[src/rtl/sha256_block_controller_if.sv]
// Message stream, scheduler, compression-core and digest signals of the SHA-256 block controller.
// master = host/datapath environment, slave = the controller itself.
interface sha256_block_controller_if;
    logic         init;
    logic         msg_valid;
    logic         msg_ready;
    logic [31:0]  msg_word;
    logic         msg_last;
    logic         sched_load;
    logic [3:0]   sched_idx;
    logic [31:0]  sched_word;
    logic         sched_step;
    logic         core_start;
    logic [5:0]   core_round;
    logic [255:0] core_H_in;
    logic [255:0] core_H_out;
    logic         core_done;
    logic         busy;
    logic [255:0] digest;
    logic         digest_valid;
    logic         error;

    modport master (
        output init, msg_valid, msg_word, msg_last, core_H_out, core_done,
        input  msg_ready, sched_load, sched_idx, sched_word, sched_step,
               core_start, core_round, core_H_in, busy, digest, digest_valid, error
    );

    modport slave (
        input  init, msg_valid, msg_word, msg_last, core_H_out, core_done,
        output msg_ready, sched_load, sched_idx, sched_word, sched_step,
               core_start, core_round, core_H_in, busy, digest, digest_valid, error
    );
endinterface

[src/rtl/sha256_block_controller.sv]
// Sequences 16-word block loads into the message scheduler, runs 64 compression rounds
// and chains each block's hash into the next; publishes the final digest with a pulse.
//
// state | meaning
// IDLE  | waiting for init; digest held
// LOAD  | accepting words W0..W15 into scheduler slots
// START | one-cycle core start; core samples the chaining value
// RUN   | rounds 0..63, scheduler stepped every cycle
// WAIT  | waiting for core_done, bounded by TIMEOUT cycles
module sha256_block_controller #(
    parameter int unsigned  TIMEOUT = 8,
    parameter logic [255:0] IV      = 256'h6a09e667_bb67ae85_3c6ef372_a54ff53a_510e527f_9b05688c_1f83d9ab_5be0cd19
) (
    input  logic                      clk_i,
    input  logic                      reset_i,
    sha256_block_controller_if.slave  bus
);

    localparam int unsigned WW = (TIMEOUT > 1) ? $clog2(TIMEOUT) : 1;

    typedef enum logic [2:0] {
        S_IDLE,
        S_LOAD,
        S_START,
        S_RUN,
        S_WAIT
    } state_t;

    state_t         state_q;
    logic [3:0]     word_q;
    logic [5:0]     round_q;
    logic [WW-1:0]  wait_q;
    logic           last_q;
    logic [255:0]   chain_q;
    logic [255:0]   digest_q;
    logic           digest_valid_q;
    logic           error_q;
    logic           handshake;

    assign handshake = (state_q == S_LOAD) && bus.msg_valid;

    always_ff @(posedge clk_i) begin
        if (reset_i) begin
            state_q        <= S_IDLE;
            word_q         <= '0;
            round_q        <= '0;
            wait_q         <= '0;
            last_q         <= 1'b0;
            chain_q        <= IV;
            digest_q       <= '0;
            digest_valid_q <= 1'b0;
            error_q        <= 1'b0;
        end else begin
            digest_valid_q <= 1'b0;
            unique case (state_q)
                S_IDLE: begin
                    if (bus.init) begin
                        chain_q <= IV;
                        word_q  <= '0;
                        error_q <= 1'b0;
                        state_q <= S_LOAD;
                    end
                end
                S_LOAD: begin
                    if (handshake) begin
                        // msg_last only matters on the word that closes the block
                        if (word_q == 4'd15) begin
                            last_q  <= bus.msg_last;
                            word_q  <= '0;
                            state_q <= S_START;
                        end else begin
                            word_q <= word_q + 4'd1;
                        end
                    end
                end
                S_START: begin
                    round_q <= '0;
                    state_q <= S_RUN;
                end
                S_RUN: begin
                    if (round_q == 6'd63) begin
                        wait_q  <= WW'(TIMEOUT - 1);
                        state_q <= S_WAIT;
                    end else begin
                        round_q <= round_q + 6'd1;
                    end
                end
                S_WAIT: begin
                    if (bus.core_done) begin
                        chain_q <= bus.core_H_out;
                        if (last_q) begin
                            digest_q       <= bus.core_H_out;
                            digest_valid_q <= 1'b1;
                            state_q        <= S_IDLE;
                        end else begin
                            state_q <= S_LOAD;
                        end
                    end else if (wait_q == '0) begin
                        error_q <= 1'b1;
                        state_q <= S_IDLE;
                    end else begin
                        wait_q <= wait_q - WW'(1);
                    end
                end
                default: state_q <= S_IDLE;
            endcase
        end
    end

    assign bus.msg_ready    = (state_q == S_LOAD);
    assign bus.sched_load   = handshake;
    assign bus.sched_idx    = word_q;
    assign bus.sched_word   = (state_q == S_LOAD) ? bus.msg_word : 32'd0;
    assign bus.sched_step   = (state_q == S_RUN);
    assign bus.core_start   = (state_q == S_START);
    assign bus.core_round   = round_q;
    assign bus.core_H_in    = chain_q;
    assign bus.busy         = (state_q != S_IDLE);
    assign bus.digest       = digest_q;
    assign bus.digest_valid = digest_valid_q;
    assign bus.error        = error_q;

endmodule

[src/flat_wrapper.sv]
// flat-port wrapper written by rule: the top's interface ports become plain ports
module sha256_block_controller_flat 
#(
    parameter int unsigned  TIMEOUT = 8,
    parameter logic [255:0] IV      = 256'h6a09e667_bb67ae85_3c6ef372_a54ff53a_510e527f_9b05688c_1f83d9ab_5be0cd19
)
  (clk_i, reset_i, bus_init, bus_msg_valid, bus_msg_word, bus_msg_last, bus_core_H_out, bus_core_done, bus_msg_ready, bus_sched_load, bus_sched_idx, bus_sched_word, bus_sched_step, bus_core_start, bus_core_round, bus_core_H_in, bus_busy, bus_digest, bus_digest_valid, bus_error);
  sha256_block_controller_if bus_i ();
  input  logic clk_i;
  input  logic reset_i;
  input wire logic [$bits(bus_i.init)-1:0] bus_init;
  input wire logic [$bits(bus_i.msg_valid)-1:0] bus_msg_valid;
  input wire logic [$bits(bus_i.msg_word)-1:0] bus_msg_word;
  input wire logic [$bits(bus_i.msg_last)-1:0] bus_msg_last;
  input wire logic [$bits(bus_i.core_H_out)-1:0] bus_core_H_out;
  input wire logic [$bits(bus_i.core_done)-1:0] bus_core_done;
  output wire logic [$bits(bus_i.msg_ready)-1:0] bus_msg_ready;
  output wire logic [$bits(bus_i.sched_load)-1:0] bus_sched_load;
  output wire logic [$bits(bus_i.sched_idx)-1:0] bus_sched_idx;
  output wire logic [$bits(bus_i.sched_word)-1:0] bus_sched_word;
  output wire logic [$bits(bus_i.sched_step)-1:0] bus_sched_step;
  output wire logic [$bits(bus_i.core_start)-1:0] bus_core_start;
  output wire logic [$bits(bus_i.core_round)-1:0] bus_core_round;
  output wire logic [$bits(bus_i.core_H_in)-1:0] bus_core_H_in;
  output wire logic [$bits(bus_i.busy)-1:0] bus_busy;
  output wire logic [$bits(bus_i.digest)-1:0] bus_digest;
  output wire logic [$bits(bus_i.digest_valid)-1:0] bus_digest_valid;
  output wire logic [$bits(bus_i.error)-1:0] bus_error;
  assign bus_i.init = bus_init;
  assign bus_i.msg_valid = bus_msg_valid;
  assign bus_i.msg_word = bus_msg_word;
  assign bus_i.msg_last = bus_msg_last;
  assign bus_i.core_H_out = bus_core_H_out;
  assign bus_i.core_done = bus_core_done;
  assign bus_msg_ready = bus_i.msg_ready;
  assign bus_sched_load = bus_i.sched_load;
  assign bus_sched_idx = bus_i.sched_idx;
  assign bus_sched_word = bus_i.sched_word;
  assign bus_sched_step = bus_i.sched_step;
  assign bus_core_start = bus_i.core_start;
  assign bus_core_round = bus_i.core_round;
  assign bus_core_H_in = bus_i.core_H_in;
  assign bus_busy = bus_i.busy;
  assign bus_digest = bus_i.digest;
  assign bus_digest_valid = bus_i.digest_valid;
  assign bus_error = bus_i.error;
  sha256_block_controller #(.TIMEOUT(TIMEOUT), .IV(IV)) u_core (.clk_i(clk_i), .reset_i(reset_i), .bus(bus_i));
endmodule
[config.mk]
export PLATFORM = sky130hd
export DESIGN_NAME = sha256_block_controller_flat
export DESIGN_NICKNAME = d
export VERILOG_FILES = /design/src/rtl/sha256_block_controller_if.sv /design/src/rtl/sha256_block_controller.sv /design/src/flat_wrapper.sv
export SDC_FILE = /design/constraint.sdc
export NUM_CORES = 1
export LEC_CHECK = 0
export ABC_AREA = 0
export BUFFER_PORTS_ARGS = -buffer_cell sky130_fd_sc_hd__buf_4
export CORE_AREA = 2 2 335 337
export DETAILED_ROUTE_END_ITERATION = 12
export DIE_AREA = 0 0 337 339
export GPL_ROUTABILITY_DRIVEN = 0
export GPL_TIMING_DRIVEN = 0
export PLACE_DENSITY = 0.36
export SYNTH_ARGS = -nofsm -noshare
export SYNTH_HDL_FRONTEND = slang
export SYNTH_SLANG_ARGS = --single-unit
[constraint.sdc]
create_clock -name clk_i -period 1.5 [get_ports clk_i]
set_input_delay 0.3 -clock clk_i [delete_from_list [all_inputs] [get_ports clk_i]]
set_output_delay 0.3 -clock clk_i [all_outputs]
set_load 0.02 [all_outputs]
==> results.yml <==
status:
  status: "complete, but fails checks"
  violations: "setup timing"
hold_path:
  holdCritStartpoint: "bus_msg_valid"
  hp-class: "in2reg"
drt:
  num_vias: 21816
  vias_per_cell: 4.183
  wl_microns: 120400
  wl_per_cell_microns: 23.09
  drt_iter0_markers: 1098
  firstDrtPassIters: 5
  ant_nets: 0
  drc: 0
clock_tree:
  cts.sinks: 531
  cts_buffer_depth: 3
  clkTransAtPathRegs_ps: 50
  h-tree-depth: 3
  cts_root_buffer: "clkbuf_16"
  cts_tree: "yes"
  cts_made_buffers: 71
  clk_latency_ps: 650
power:
  peakVddDrop_mv: 0.7783
  p_sw_share_pct: 26.44
  leakage_nw: 15.15
  seqPwrFrac_pct: 38.7
  internal-power_mw: 26.88
  p_per_area_nw_per_um2: 992.9
  combPwrFrac_pct: 12.6
  power_frac_clock_pct: 48.7
  power.switching_mw: 9.660
die:
  floorplan.initialDensity_pct: 17.63
  std_cell_rows: 122
  die_y_microns: 339
  core_sq_um: 110400
  die-area_sq_um: 114200
  io_pins: 855
  die_w_microns: 337
timing:
  rsz0062_at_grt: "true"
  setup_viol: 593
  timing_worst_slew_pin_value_ps: 1017
  relSlewSlack_pct: 32.18
  fmax_mhz: 449.6
  whs_ps: 93.69
  finalHoldViolations: 0
  fin_worst_skew_ps: 18.11
  slew_viol_final: 0
  layout_setup_ws_ps: -724.0
  min_period_ps: 2224
  finalCritPeriodShare_pct: 148.3
synthesis:
  synthMuxAreaShare_pct: 0.2700
  yosysSeqAreaShare_pct: 54.62
  synth_xor_area_share_pct: 0.1350
  yosys_warnings: 0
  synth_compound_area_share_pct: 15.77
  syn_area_per_cell_sq_um: 8.099
  synth_seq_cells: 531
  synth.net_count: 2701
  synth_cells: 2403
  synth_edf_count: 0
  synth_cell_types: 46
  synth_top_family_by_area: "simple AND/OR/NAND/NOR gates"
  synth-main-ff-cell: "dfxtp_1"
  syn_area_sq_um: 19460
  synth-simple-area-share_pct: 24.06
  async_flop_share_pct: 0
  synth_fa_ha_area_share_pct: 0.2572
global_route:
  grt_pass1_wl_microns: 162800
  grt.overflow.total: 0
  antenna_found_initial: 10
  grt_usage_pct: 19.70
  grt_max_degree: 12
  grt_pass1_vias: 21634
worst_setup_path:
  crit_path_max_fanout: 10
  slowest_delay_ps: 350
  critical_path_class: "reg2out"
  start_kind: "flop"
  arrival_ps: 1920
  crit_start: "u_core.state_q[1]$_SDFFE_PP0P_"
  cp-end-kind: "output port"
  cp_common_cell: "buf_6"
  crit_chain: "buf_12 -> nor3b_4 -> buf_6 -> clkbuf_16 -> and2_4 -> buf_6"
  cp.required_ps: 1200
  rr_startpoint: "u_core.state_q[1]$_SDFFE_PP0P_"
  critPathSlowestCell: "dfxtp_4"
place:
  io_buffer_count: 853
  place_ws_ps: -1741
  hpwl_microns: 90040
finish:
  drive_above_1_share_pct: 40.05
  fin_nets: 3970
  area_growth_syn_to_layout_pct: 89.08
run:
  max-cap-violations: 0
[cell usage in the layout (no fill, tap or decap), types with 37 or more instances in the layout]
master | netlist | routed
dfxtp_1 | 531 | 525
nand3_1 | 128 | 123
buf_12 | 0 | 50
a21oi_2 | 0 | 72
o21bai_1 | 136 | 136
buf_6 | 1 | 49
a21oi_1 | 380 | 308
nor3_2 | 1 | 79
nor3_1 | 139 | 37
dlygate4sd3_1 | 0 | 258
nand2_1 | 637 | 577
nor2_1 | 149 | 148
buf_4 | 14 | 860
clkbuf_16 | 0 | 103
nand2_4 | 0 | 40
clkbuf_1 | 108 | 74
[power by group through the flow]
stage                     Combinational (mW)  Sequential, mW  Clock (mW)
after global placement                  3.05            14.4           0
after floorplan                         1.24            14.4           0
final                                   4.61            14.1        17.8
after CTS                               3.79            14.1        18.3
after detailed placement                3.04            14.4           0
after global routing                    4.86            14.1        18.8
[worst max-delay path: cells and delay by family (launching register included)]
family / cells / cell delay [ps]
flip-flops: 1 / 350
AND/OR/NAND/NOR: 2 / 350
buffers and inverters: 4 / 580
[cell families after synthesis]
| family | count (synthesis) |
|---|---|
| adder cells (fa/ha/maj) | 4 |
| AND/OR/NAND/NOR | 1111 |
| XOR/XNOR | 3 |
| AO/OA/AOI/OAI | 535 |
| buffers and inverters | 214 |
| flip-flops | 531 |
| multiplexers | 5 |
[through the flow]
| step | area (sq um) | util (%) | cells | setup TNS [ps] | power (mW) |
|---|---|---|---|---|---|
| after floorplan | 20140 | - | 2403 | -26080 | 15.68 |
| after global placement | 28410 | 25.74 | 4744 | -743300 | 17.49 |
| after detailed placement | 28410 | 25.74 | 4744 | -709540 | 17.48 |
| after CTS | 34120 | 30.92 | 5147 | -313720 | 36.23 |
| after global routing | 36800 | 33.34 | 5215 | -283870 | 37.83 |
| final | 36800 | 33.34 | 5215 | -240670 | 36.54 |
[cell type report]
class / count / area [sq um]
Buffer: 202 / 1887
Inverter: 6 / 26.28
Multi-Input combinational cell: 1658 / 9336
Sequential cell: 531 / 10650
Antenna cell: 2 / 5.005
Clock inverter: 23 / 304.0
Fill cell: 11771 / 73560
Timing Repair Buffer: 1202 / 10640
Tap cell: 1488 / 1862
Clock buffer: 103 / 2090
[synthesized netlist by cell type, drive strengths merged, types with 2 or more instances]
| library cell | instances | share of area [%] |
|---|---|---|
| nand2 | 637 | 12 |
| dfxtp | 531 | 55 |
| a21oi | 380 | 9.8 |
| nor2 | 149 | 2.9 |
| nor3 | 141 | 3.7 |
| o21bai | 136 | 5.2 |
| nand3 | 128 | 3.3 |
| clkbuf | 108 | 2.1 |
| buf | 100 | 2.7 |
| and2 | 35 | 1.1 |
| inv | 6 | 0.12 |
| and3 | 4 | 0.13 |
| ha | 4 | 0.26 |
| nor3b | 4 | 0.18 |
| or3 | 4 | 0.13 |
| a311oi | 3 | 0.14 |
| mux2i | 3 | 0.15 |
| o21ai | 3 | 0.077 |
| xnor2 | 3 | 0.14 |
| a211oi | 2 | 0.077 |
| a31oi | 2 | 0.064 |
| mux2 | 2 | 0.12 |
| nand2b | 2 | 0.064 |
| nor2b | 2 | 0.064 |
[metal layers]
metal | vias up | global-route usage [%] | wire, microns
li1 | 10580 | - | -
met1 | 10548 | 24.03 | 51120
met2 | 542 | 34.53 | 59850
met3 | 140 | 4.536 | 6374
met4 | 6 | 5.041 | 3037
met5 | - | 0 | 39
[final timing paths]
check / slack [ps] / depth (start not counted) / to
max reg2reg: -490 / 11 / u_core.bus.digest[253]$_SDFFE_PP0P_
max: -720 / 6 / bus_sched_word[3]
min reg2reg: 450 / 2 / u_core.bus.core_H_in[52]$_SDFFE_PP0P_
min: 90 / 4 / u_core.last_q$_SDFFE_PP0P_
[registers in the layout, indices dropped and copies added, names as in the netlist]
name / flops
u_core.bus.core_H_in: 256
u_core.bus.core_round: 6
u_core.bus.digest: 256
u_core.bus.digest_valid: 1
u_core.bus.error: 1
u_core.bus.sched_idx: 4
u_core.last_q: 1
u_core.state_q: 3
u_core.wait_q: 3
[repair_timing]
| action | in CTS | in global routing |
|---|---|---|
| pin swaps | 0 | 70 |
| gates cloned | 4 | 28 |
| resized for setup | 146 | 486 |
| setup buffers | 15 | 46 |
| hold buffers | 258 | 0 |
| hold endpoints to repair | 514 | 0 |
| endpoints found under the setup margin | 654 | 729 |
Power figures use the tool's default switching activity.
